==> src/rtl/vga_text_pkg.sv <==
// -----------------------------------------------------------------------------
// vga_text_pkg
// Shared constants and types for the vga text-mode write feeder.
//   - Screen geometry (COLS x ROWS character cells) and write address width.
//   - Fill byte used for clears and backspace.
//   - ASCII control codes interpreted by the feeder.
//   - FSM state enum. The LCLEAR state only exists when the line-clear
//     feature is built in (macro VGA_TEXT_WRITER_LINE_CLEAR_EN).
// -----------------------------------------------------------------------------
package vga_text_pkg;

  localparam int COLS       = 160;
  localparam int ROWS       = 128;
  localparam int ADDR_WIDTH = 15;
  localparam int COL_W      = $clog2(COLS);
  localparam int ROW_W      = $clog2(ROWS);

  localparam logic [7:0] BLANK_CHAR = 8'h20;

  localparam logic [7:0] CH_LF = 8'h0A;
  localparam logic [7:0] CH_CR = 8'h0D;
  localparam logic [7:0] CH_BS = 8'h08;
  localparam logic [7:0] CH_FF = 8'h0C;

  localparam logic [COL_W-1:0]      COL_LAST  = COL_W'(COLS - 1);
  localparam logic [ROW_W-1:0]      ROW_LAST  = ROW_W'(ROWS - 1);
  localparam logic [ADDR_WIDTH-1:0] CELL_LAST = ADDR_WIDTH'(COLS * ROWS - 1);
  localparam logic [ADDR_WIDTH-1:0] ROW_STEP  = ADDR_WIDTH'(COLS);

  typedef enum logic [1:0] {
    CLEAR  = 2'd0,
    IDLE   = 2'd1
`ifdef VGA_TEXT_WRITER_LINE_CLEAR_EN
    ,
    LCLEAR = 2'd2
`endif
  } state_e;

  // Bytes that are drawn as glyphs; everything else is a control code or ignored.
  function automatic logic is_printable(input logic [7:0] c);
    return (c >= 8'h20) && (c <= 8'h7E);
  endfunction

endpackage

==> src/rtl/vga_text_cursor.sv <==
// -----------------------------------------------------------------------------
// vga_text_cursor
// Cursor position tracker for the text writer. Holds col, row and row_base
// (= row*COLS, kept as a running sum so no multiplier is needed).
// Ports:
//   clk, reset        clock, asynchronous active-low reset
//   inc               advance one cell (wraps to next row, row wraps to 0)
//   newline           col=0 and advance one row
//   cr                col=0
//   bs                col-1 when col>0 (no reverse line wrap)
//   home              col=0, row=0
//   col               current column
//   next_row_base     base address of the row after the current one
//                     (0 when the current row is the last one)
//   cursor_addr       registered row_base+col, valid the cycle after a control
// Controls are mutually exclusive; home has priority.
// Build option: VGA_TEXT_WRITER_LINE_CLEAR_EN does not change this module.
// -----------------------------------------------------------------------------
module vga_text_cursor
  import vga_text_pkg::*;
(
  input  logic                  clk,
  input  logic                  reset,
  input  logic                  inc,
  input  logic                  newline,
  input  logic                  cr,
  input  logic                  bs,
  input  logic                  home,
  output logic [COL_W-1:0]      col,
  output logic [ADDR_WIDTH-1:0] next_row_base,
  output logic [ADDR_WIDTH-1:0] cursor_addr
);

  logic [COL_W-1:0]      col_q, col_d;
  logic [ROW_W-1:0]      row_q, row_d;
  logic [ADDR_WIDTH-1:0] row_base_q, row_base_d;
  logic [ADDR_WIDTH-1:0] cursor_addr_q, cursor_addr_d;
  logic                  row_adv;

  // Depends on state only, so the top can use it without a combinational loop.
  assign next_row_base = (row_q == ROW_LAST) ? '0 : row_base_q + ROW_STEP;

  always_comb begin
    col_d      = col_q;
    row_d      = row_q;
    row_base_d = row_base_q;
    row_adv    = 1'b0;

    if (home) begin
      col_d      = '0;
      row_d      = '0;
      row_base_d = '0;
    end else if (newline) begin
      col_d   = '0;
      row_adv = 1'b1;
    end else if (inc) begin
      if (col_q == COL_LAST) begin
        col_d   = '0;
        row_adv = 1'b1;
      end else begin
        col_d = col_q + 1'b1;
      end
    end else if (cr) begin
      col_d = '0;
    end else if (bs && (col_q != '0)) begin
      col_d = col_q - 1'b1;
    end

    // No scrolling: the last row wraps back to the top of the buffer.
    if (row_adv) begin
      row_base_d = next_row_base;
      row_d      = (row_q == ROW_LAST) ? '0 : row_q + 1'b1;
    end

    cursor_addr_d = row_base_d + ADDR_WIDTH'(col_d);
  end

  always_ff @(posedge clk or negedge reset) begin
    if (!reset) begin
      col_q         <= '0;
      row_q         <= '0;
      row_base_q    <= '0;
      cursor_addr_q <= '0;
    end else begin
      col_q         <= col_d;
      row_q         <= row_d;
      row_base_q    <= row_base_d;
      cursor_addr_q <= cursor_addr_d;
    end
  end

  assign col         = col_q;
  assign cursor_addr = cursor_addr_q;

endmodule

==> src/rtl/vga_text_writer.sv <==
// -----------------------------------------------------------------------------
// vga_text_writer
// Converts a valid/ready ASCII byte stream into character-buffer writes.
// Handles printable bytes, LF, CR, BS and FF (full-screen clear); other bytes
// are consumed silently. A full clear runs out of reset.
// Ports:
//   clk, reset    clock, asynchronous active-low reset
//   in_valid      in_char holds a byte
//   in_ready      byte accepted on this edge when in_valid is also high
//   in_char       ASCII byte
//   wr_en         one-cycle buffer write strobe
//   data_addr     write address (row*COLS + col)
//   data_out      write data
//   cursor_addr   current cursor cell, for the cursor overlay
//   busy          clear / line-clear sequence in progress
// All outputs are registered; writes appear the cycle after the accepting edge.
// Build option: define VGA_TEXT_WRITER_LINE_CLEAR_EN to blank each new row
// (LCLEAR state) whenever the cursor advances to it.
// -----------------------------------------------------------------------------
module vga_text_writer
  import vga_text_pkg::*;
(
  input  logic                  clk,
  input  logic                  reset,
  input  logic                  in_valid,
  output logic                  in_ready,
  input  logic [7:0]            in_char,
  output logic                  wr_en,
  output logic [ADDR_WIDTH-1:0] data_addr,
  output logic [7:0]            data_out,
  output logic [ADDR_WIDTH-1:0] cursor_addr,
  output logic                  busy
);

  state_e                state_q, state_d;
  logic [ADDR_WIDTH-1:0] clr_addr_q, clr_addr_d;
  logic                  wr_en_q, wr_en_d;
  logic [ADDR_WIDTH-1:0] data_addr_q, data_addr_d;
  logic [7:0]            data_out_q, data_out_d;
  logic                  in_ready_q, in_ready_d;
  logic                  busy_q, busy_d;
`ifdef VGA_TEXT_WRITER_LINE_CLEAR_EN
  logic [COL_W-1:0]      lcnt_q, lcnt_d;
`endif

  logic                  cur_inc, cur_newline, cur_cr, cur_bs, cur_home;
  logic [COL_W-1:0]      cur_col;
  logic [ADDR_WIDTH-1:0] cur_next_row_base;
  logic [ADDR_WIDTH-1:0] cur_addr;

  vga_text_cursor u_cursor (
    .clk           (clk),
    .reset         (reset),
    .inc           (cur_inc),
    .newline       (cur_newline),
    .cr            (cur_cr),
    .bs            (cur_bs),
    .home          (cur_home),
    .col           (cur_col),
    .next_row_base (cur_next_row_base),
    .cursor_addr   (cur_addr)
  );

  always_comb begin
    state_d     = state_q;
    clr_addr_d  = clr_addr_q;
    wr_en_d     = 1'b0;
    data_addr_d = data_addr_q;
    data_out_d  = data_out_q;
    cur_inc     = 1'b0;
    cur_newline = 1'b0;
    cur_cr      = 1'b0;
    cur_bs      = 1'b0;
    cur_home    = 1'b0;
`ifdef VGA_TEXT_WRITER_LINE_CLEAR_EN
    lcnt_d      = lcnt_q;
`endif

    case (state_q)
      CLEAR: begin
        wr_en_d     = 1'b1;
        data_addr_d = clr_addr_q;
        data_out_d  = BLANK_CHAR;
        if (clr_addr_q == CELL_LAST) begin
          clr_addr_d = '0;
          cur_home   = 1'b1;
          state_d    = IDLE;
        end else begin
          clr_addr_d = clr_addr_q + 1'b1;
        end
      end

      IDLE: begin
        if (in_valid && in_ready_q) begin
          if (is_printable(in_char)) begin
            // cursor_addr already equals row_base+col, so it is the write address.
            wr_en_d     = 1'b1;
            data_addr_d = cur_addr;
            data_out_d  = in_char;
            cur_inc     = 1'b1;
`ifdef VGA_TEXT_WRITER_LINE_CLEAR_EN
            if (cur_col == COL_LAST) begin
              state_d    = LCLEAR;
              clr_addr_d = cur_next_row_base;
              lcnt_d     = '0;
            end
`endif
          end else begin
            case (in_char)
              CH_LF: begin
                cur_newline = 1'b1;
`ifdef VGA_TEXT_WRITER_LINE_CLEAR_EN
                state_d    = LCLEAR;
                clr_addr_d = cur_next_row_base;
                lcnt_d     = '0;
`endif
              end
              CH_CR: cur_cr = 1'b1;
              CH_BS: begin
                // Blank the cell the cursor steps back onto; col 0 is a no-op.
                if (cur_col != '0) begin
                  cur_bs      = 1'b1;
                  wr_en_d     = 1'b1;
                  data_addr_d = cur_addr - 1'b1;
                  data_out_d  = BLANK_CHAR;
                end
              end
              CH_FF: begin
                clr_addr_d = '0;
                state_d    = CLEAR;
              end
              default: ;
            endcase
          end
        end
      end

`ifdef VGA_TEXT_WRITER_LINE_CLEAR_EN
      LCLEAR: begin
        wr_en_d     = 1'b1;
        data_addr_d = clr_addr_q;
        data_out_d  = BLANK_CHAR;
        clr_addr_d  = clr_addr_q + 1'b1;
        lcnt_d      = lcnt_q + 1'b1;
        if (lcnt_q == COL_LAST) begin
          clr_addr_d = '0;
          state_d    = IDLE;
        end
      end
`endif

      default: state_d = CLEAR;
    endcase

    // Registered from the next state so in_ready always mirrors state==IDLE.
    in_ready_d = (state_d == IDLE);
    busy_d     = (state_d != IDLE);
  end

  always_ff @(posedge clk or negedge reset) begin
    if (!reset) begin
      state_q     <= CLEAR;
      clr_addr_q  <= '0;
      wr_en_q     <= 1'b0;
      data_addr_q <= '0;
      data_out_q  <= '0;
      in_ready_q  <= 1'b0;
      busy_q      <= 1'b1;
`ifdef VGA_TEXT_WRITER_LINE_CLEAR_EN
      lcnt_q      <= '0;
`endif
    end else begin
      state_q     <= state_d;
      clr_addr_q  <= clr_addr_d;
      wr_en_q     <= wr_en_d;
      data_addr_q <= data_addr_d;
      data_out_q  <= data_out_d;
      in_ready_q  <= in_ready_d;
      busy_q      <= busy_d;
`ifdef VGA_TEXT_WRITER_LINE_CLEAR_EN
      lcnt_q      <= lcnt_d;
`endif
    end
  end

  assign wr_en       = wr_en_q;
  assign data_addr   = data_addr_q;
  assign data_out    = data_out_q;
  assign in_ready    = in_ready_q;
  assign busy        = busy_q;
  assign cursor_addr = cur_addr;

endmodule

==> config.mk <==
export PLATFORM = sky130hd
export DESIGN_NAME = vga_text_writer
export DESIGN_NICKNAME = d
export VERILOG_FILES = /design/src/rtl/vga_text_pkg.sv /design/src/rtl/vga_text_cursor.sv /design/src/rtl/vga_text_writer.sv
export SDC_FILE = /design/constraint.sdc
export NUM_CORES = 1
export LEC_CHECK = 0
export BUFFER_PORTS_ARGS = -buffer_cell sky130_fd_sc_hd__buf_2
export CORE_ASPECT_RATIO = 1.75
export CORE_UTILIZATION = 53
export CTS_CLUSTER_SIZE = 24
export DETAILED_ROUTE_END_ITERATION = 16
export PLACE_DENSITY = 0.76
export SYNTH_ARGS = -nofsm -noshare
export SYNTH_HDL_FRONTEND = slang
export SYNTH_SLANG_ARGS = --single-unit
==> constraint.sdc <==
create_clock -name clk -period 3.6 [get_ports clk]
set_input_delay 0.18 -clock clk [delete_from_list [all_inputs] [get_ports clk]]
set_output_delay 0.18 -clock clk [all_outputs]
set_load 0.1 [all_outputs]
[Yosys cells after proc, flatten, opt, wreduce, memory -nomap -nowiden]
Cells that the tools add are included.
Word-level totals
  register bits: 88
  output and inout bits: 41
  logic and storage cells: 101
Operators by class
  $add $sub $neg: 7
  $lt $le $gt $ge: 2
  equal/unequal tests: 15
  mux-type cells: 57
  reductions and logical operators: 9
Operators with widths (count)
  $mux W15: 11
  $mux W8: 10
  $pmux W15 S2: 2
  $eq A8 B4 Y1 const B: 4
  $mux W1: 24
  $mux W7: 3
  $pmux W8 S2: 1
  $add A15 B1 Y15 const B: 1
  $add A15 B8 Y15: 1
  $add A15 B8 Y15 const B: 1
  $eq A15 B15 Y1 const B: 1
  $sub A15 B1 Y15 const B: 1
  $add A8 B1 Y8 const B: 1
  $eq A8 B8 Y1 const B: 1
  $ge A8 B6 Y1 const B: 1
  $le A8 B7 Y1 const B: 1
  $mux W2: 4
  $reduce_and A4 Y1: 2
  $reduce_bool A8 Y1: 1
  $sub A8 B1 Y8 const B: 1
  $add A7 B1 Y7 const B: 1
  $eq A7 B7 Y1 const B: 1
  $ne A3 B3 Y1 const B: 2
  $eq A2 B1 Y1 const B: 2
  other kinds (7): 12

[Depth between registers and ports, before layout]
  depth in word-level cells: 13
  depth in mapped cells: 19

[By module]
A second synthesis with hierarchy kept.
Unflattened totals
  cell total of the unflattened synthesis: 562
  area, all modules: 5243.8 um^2
By module, submodules not included
  vga_text_cursor: instances 1, cells an instance 276, area an instance 2667.6 um^2, seq. area each 1126.1 um^2
  vga_text_writer: instances 1, cells an instance 286, area an instance 2576.2 um^2, seq. area each 1077.3 um^2

[Worst setup path after synthesis]
OpenSTA, ideal clock, no wires.
  path kind: register to register
  start point: register in_ready_q (netlist: in_ready)
  end point: register u_cursor.cursor_addr_q[14] (netlist: u_cursor.cursor_addr[14])
  setup time: 0.129 ns
  data arrival time: 3.782 ns
  required time: 3.471 ns
  setup slack: -0.311 ns
  cell stages (with the launch flop): 18
  buffers on the path: 0
  period minus slack after synthesis: 3.911 ns
  cell sequence: dfrtp_1 nand3_1 nor2_1 and2_1 nor2_1 xnor2_1 nor2_1 ha_1 inv_1 fa_1 nor2b_1 o21ai_0 a21boi_0 o21ai_0 a21oi_1 and2_1 nand3_1 xnor2_1
Between the ends
  cells in the longest elaborated chain, start to end: 10
  elaborated cells on any way between the ends: 20
  those cells by class: 1 x add/sub; 17 x mux; 2 x reduce/logical
RTL lines
  from (decl): RTL line vga_text_writer.sv:40  | logic in_ready_q, in_ready_d;
  from (signal assigned): RTL line vga_text_writer.sv:178  | in_ready_q <= in_ready_d;
  $logic_and A1 B1 Y1 *: RTL line vga_text_writer.sv:94  | if (in_valid && in_ready_q) begin
  $mux W1: RTL line vga_text_writer.sv:94
  $mux W1: RTL line vga_text_writer.sv:79  | case (state_q)
  $logic_and A1 B1 Y1: RTL line vga_text_cursor.sv:65  | end else if (bs && (col_q != '0)) begin
  $mux W8: RTL line vga_text_cursor.sv:65
  $mux W8: RTL line vga_text_cursor.sv:63  | end else if (cr) begin
  $mux W8: RTL line vga_text_cursor.sv:56  | end else if (inc) begin
  $mux W8 *: RTL line vga_text_cursor.sv:53  | end else if (newline) begin
  $mux W8 *: RTL line vga_text_cursor.sv:49  | if (home) begin
  net u_cursor.col_d[0]: RTL line vga_text_cursor.sv:34  | logic [COL_W-1:0] col_q, col_d;
  $add A15 B8 Y15 *: RTL line vga_text_cursor.sv:75  | cursor_addr_d = row_base_d + ADDR_WIDTH'(col_d);
  net u_cursor.cursor_addr_d[14]: RTL line vga_text_cursor.sv:37  | logic [ADDR_WIDTH-1:0] cursor_addr_q, cursor_addr_d;
  to (signal assigned): RTL line vga_text_cursor.sv:88  | cursor_addr_q <= cursor_addr_d;
  to (decl): RTL line vga_text_cursor.sv:37
Mark *: on every way through the listed nets, which the timed path passes. The rest lies on a longest branch.
A chain may end at the register's enable or synchronous reset.

[Worst setup path in the final report]
  start point: register clr_addr_q[0]
  end point: register u_cursor.cursor_addr_q[14] (netlist: u_cursor.cursor_addr[14])
Between the ends
  elaborated cells on any way between the ends: 8
  those cells by class: 1 x add/sub; 1 x eq/ne; 6 x mux
RTL lines
  from (decl): RTL line vga_text_writer.sv:36  | logic [ADDR_WIDTH-1:0] clr_addr_q, clr_addr_d;
  from (signal assigned): RTL line vga_text_writer.sv:174  | clr_addr_q <= clr_addr_d;
  $eq A15 B15 Y1: RTL line vga_text_writer.sv:84  | if (clr_addr_q == CELL_LAST) begin
  $mux W1: RTL line vga_text_writer.sv:84
  $mux W1: RTL line vga_text_writer.sv:79
  $mux W8: RTL line vga_text_cursor.sv:49
  net u_cursor.col_d[0]: RTL line vga_text_cursor.sv:34
  $add A15 B8 Y15: RTL line vga_text_cursor.sv:75
  net u_cursor.cursor_addr_d[14]: RTL line vga_text_cursor.sv:37
The timed path passes the listed nets, and every way through them passes these cells.

==> impl_metrics.ini <==
[sta]
timing.final.hold_violations = 0
period_share = 0.962
fin_skew_ns = 0.00451
worst_pin_slew_ns = 1.09
setup_violations = 0
max_freq_mhz = 289
max-slew-margin-rel = 0.275
setup_slack_ns = 0.136
period_needed_ns = 3.46
worst_hold_slack_ns = 0.0325
slew_violations = 0

[detailed_routing]
vias = 4429
drcViolationCount = 0
via_per_inst = 5.89
wl_per_cell_um = 17.2
drtAntennaViolNets = 0
wirelength_um = 12900
first_pass_iters = 5
drt_iter0_drc = 303

[logic_synthesis]
yosys.area_share.simple = 0.230
seq_area_frac_synth = 0.457
synth_top_area_frac = 0.451
ys_types = 59
synth_common_cells = 87 x dfrtp_1, 75 x nand2_1, 48 x nor2_1, 48 x o21ai_1, 22 x nand3_1
yosys_warnings = 0
synthXorXnorAreaFrac = 0.0508
synth_compound_gate_area_share = 0.165
synth.most_common_cell = dfrtp_1
yosysTopAreaCell = dfrtp_1
synthCells = 532
synthAdderAreaFrac = 0.0405
async_reset_ff_frac = 1.00
syn_avg_cell_area_um2 = 9.07
synth-seq-cells = 88
ys.flop_type = dfrtp_1
netlist_area_um2 = 4820
syn_nets = 558
synth_area_leaders = dfrtp_1 45%, nand2_1 5.8%, o21ai_1 5.0%
synth_top_family_by_area = simple AND/OR/NAND/NOR gates
muxShareOfSynthArea = 0.0316
synth_edf_count = 0

[status]
status = complete, no violations

[clock_tree]
cts_made_buffers = 9
cts_hold_buf = 0
cts_sinks = 88
insertion_delay_ns = 0.34
root_buffer = clkbuf_16
cts_max_level = 3
cts_tree = done
clk_pin_slew_ns = 0.06
cts_buffer_depth = 2

[pwr]
p_sw_frac = 0.313
p_seq_frac = 0.442
p_int_mw = 1.70
powerDensity_nw_per_um2 = 409
switchingPower_uw = 775
fin_total_pwr_mw = 2.48
leakage_nw = 2.87
p_comb_frac = 0.177
pwr-share-clk = 0.381
ir_drop_mv = 0.321

[worst_setup_path]
reg2reg_to = u_cursor.cursor_addr[14]
ff2ff_setup_slack_ns = 0.14
cp_data_required_time_ns = 3.82
cp-start-kind = flop
arrival_ns = 3.68
reg2regPathDepth = 18
reg2reg_from = clr_addr_q[0]
crit_type = reg2reg
path_max_fanout = 5
cp-end-kind = flop

[min_path]
hp-class = in2async

[grt]
grt_max_degree = 89
antenna_found_initial = 0
grt_overflow_total = 0
grt_pass1_vias = 4414
grt_pass1_wl_um = 20800
track_usage = 0.289

[floorplan]
dieWidth_um = 74.1
die_area_um2 = 9500
rows = 45
core_um2 = 8730
initial_core_util = 0.553
die_y_um = 128
io_pins = 52

[cells_and_area]
final.fill_count = 654
diodes = 0
stdcell_area_um2 = 6050
area_growth_pct = 25.5
drive_above_1_share = 0.277
fin_nets = 656

[placed_design]
gp_congestion = 0.932
pre_cts_ws_ns = -0.254
placed_cell_area_um2 = 5610
port_buffers = 51
dp_hpwl_um = 9280

[run]
max_cap_viol_count = 0
[critical path: stages, from the launching register on]
cell,delay [ns]
dfrtp_1,0.39
ha_1,0.24
and3_4,0.20
nand2_1,0.08
buf_4,0.15
o32a_1,0.27
nand3_2,0.20
nor2_4,0.18
ha_4,0.16
inv_2,0.04
fa_2,0.36
nor2b_2,0.15
o21ai_2,0.10
a21boi_2,0.18
o21ai_2,0.08
a21oi_2,0.16
and2_4,0.18
nand3_2,0.07
xnor2_1,0.15
[area by class of cell]
type / count / area [µm²] / share of cell area
timing repair buffer: 106 / 674 / 0.111
multi-input combinational: 412 / 2680 / 0.442
clock buffer: 11 / 243 / 0.0401
sequential: 88 / 2210 / 0.365
inverter: 13 / 48.8 / 0.00806
clock inverter: 5 / 56.3 / 0.00930
tap: 117 / 146 / 0.0242
[power groups by stage]
stage / logic, mW / registers, mW / clock network (mW)
detailed placement: 0.436 / 1.11 / 0
floorplan: 0.101 / 1.32 / 0
CTS: 0.438 / 1.09 / 0.956
global route: 0.463 / 1.10 / 0.997
global placement: 0.429 / 1.11 / 0
finish: 0.438 / 1.09 / 0.943
[per-layer routing]
metal  up-vias  track usage  share of wire
met2       139        0.514           0.54
met1      2170        0.311           0.38
met5         -            0              0
li1       2073            -              -
met3        47       0.0519          0.035
met4         0        0.161          0.049
[how the worst max path moves through the flow]
stage                          startpoint  depth (start not counted)  slack, ns                        to
final                       clr_addr_q[0]                         18       0.14  u_cursor.cursor_addr[14]
after global routing      u_cursor.col[0]                         19      -0.08  u_cursor.cursor_addr[14]
after CTS                  clr_addr_q[13]                         15      0.009  u_cursor.cursor_addr[13]
after detailed placement       in_char[4]                         19      -0.25  u_cursor.cursor_addr[14]
after global placement         in_char[4]                         19      -0.16  u_cursor.cursor_addr[14]
after floorplan                in_char[4]                         18      -0.02  u_cursor.cursor_addr[14]
[metrics by stage]
step,utilization,TNS (ns),instances
after floorplan,-,-0.0223,532
after global placement,0.643,-0.586,733
after detailed placement,0.643,-1.24,733
after CTS,0.680,0,750
after global routing,0.693,-0.175,752
final,0.693,0,752
[state kept, by name, summed over array words and instances (netlist names)]
signal / cells
in_ready: 1
wr_en: 1
busy: 1
u_cursor.row_base_q: 15
state_q: 2
clr_addr_q: 15
data_addr: 15
data_out: 8
u_cursor.cursor_addr: 15
u_cursor.row_q: 7
u_cursor.col: 8
[what timing repair did]
action / 4_1_cts / 5_1_grt
hold endpoints to repair: 0 / 0
pin swaps: 1 / 10
buffers inserted: 1 / 2
gates resized for setup: 6 / 25
endpoints found under the setup margin: 5 / 9
[logic make-up (layout without fill, tap and decap cells)]
family,Yosys count,after routing
flip-flops,88,88
adder cells (fa/ha/maj),15,15
XOR/XNOR,28,28
AO/OA/AOI/OAI,126,126
buffers and inverters,32,135
other,1,1
AND/OR/NAND/NOR,228,228
multiplexers,14,14
[layout by cell type (no fill, tap or decap), types with 6 or more instances in the layout]
master     synthesis  final
ha_1              14     10
o31ai_1            9      9
o21ai_1           48     48
nor2b_1            7      6
buf_4              0     55
o21ai_0           14     10
nor2_1            48     45
clkbuf_16          0      9
dfrtp_1           87     84
nor3_1             9      9
o21ai_2            3      6
xor2_1            14     14
nand2_1           75     73
nand4_1           11     11
buf_2              0     50
inv_1             12      9
and2_1            12      9
a21oi_1           17     14
nand3_1           22     20
xnor2_1           14     14
and3_1            13     12
mux2i_1           13     13
Power figures use the tool's default switching activity.
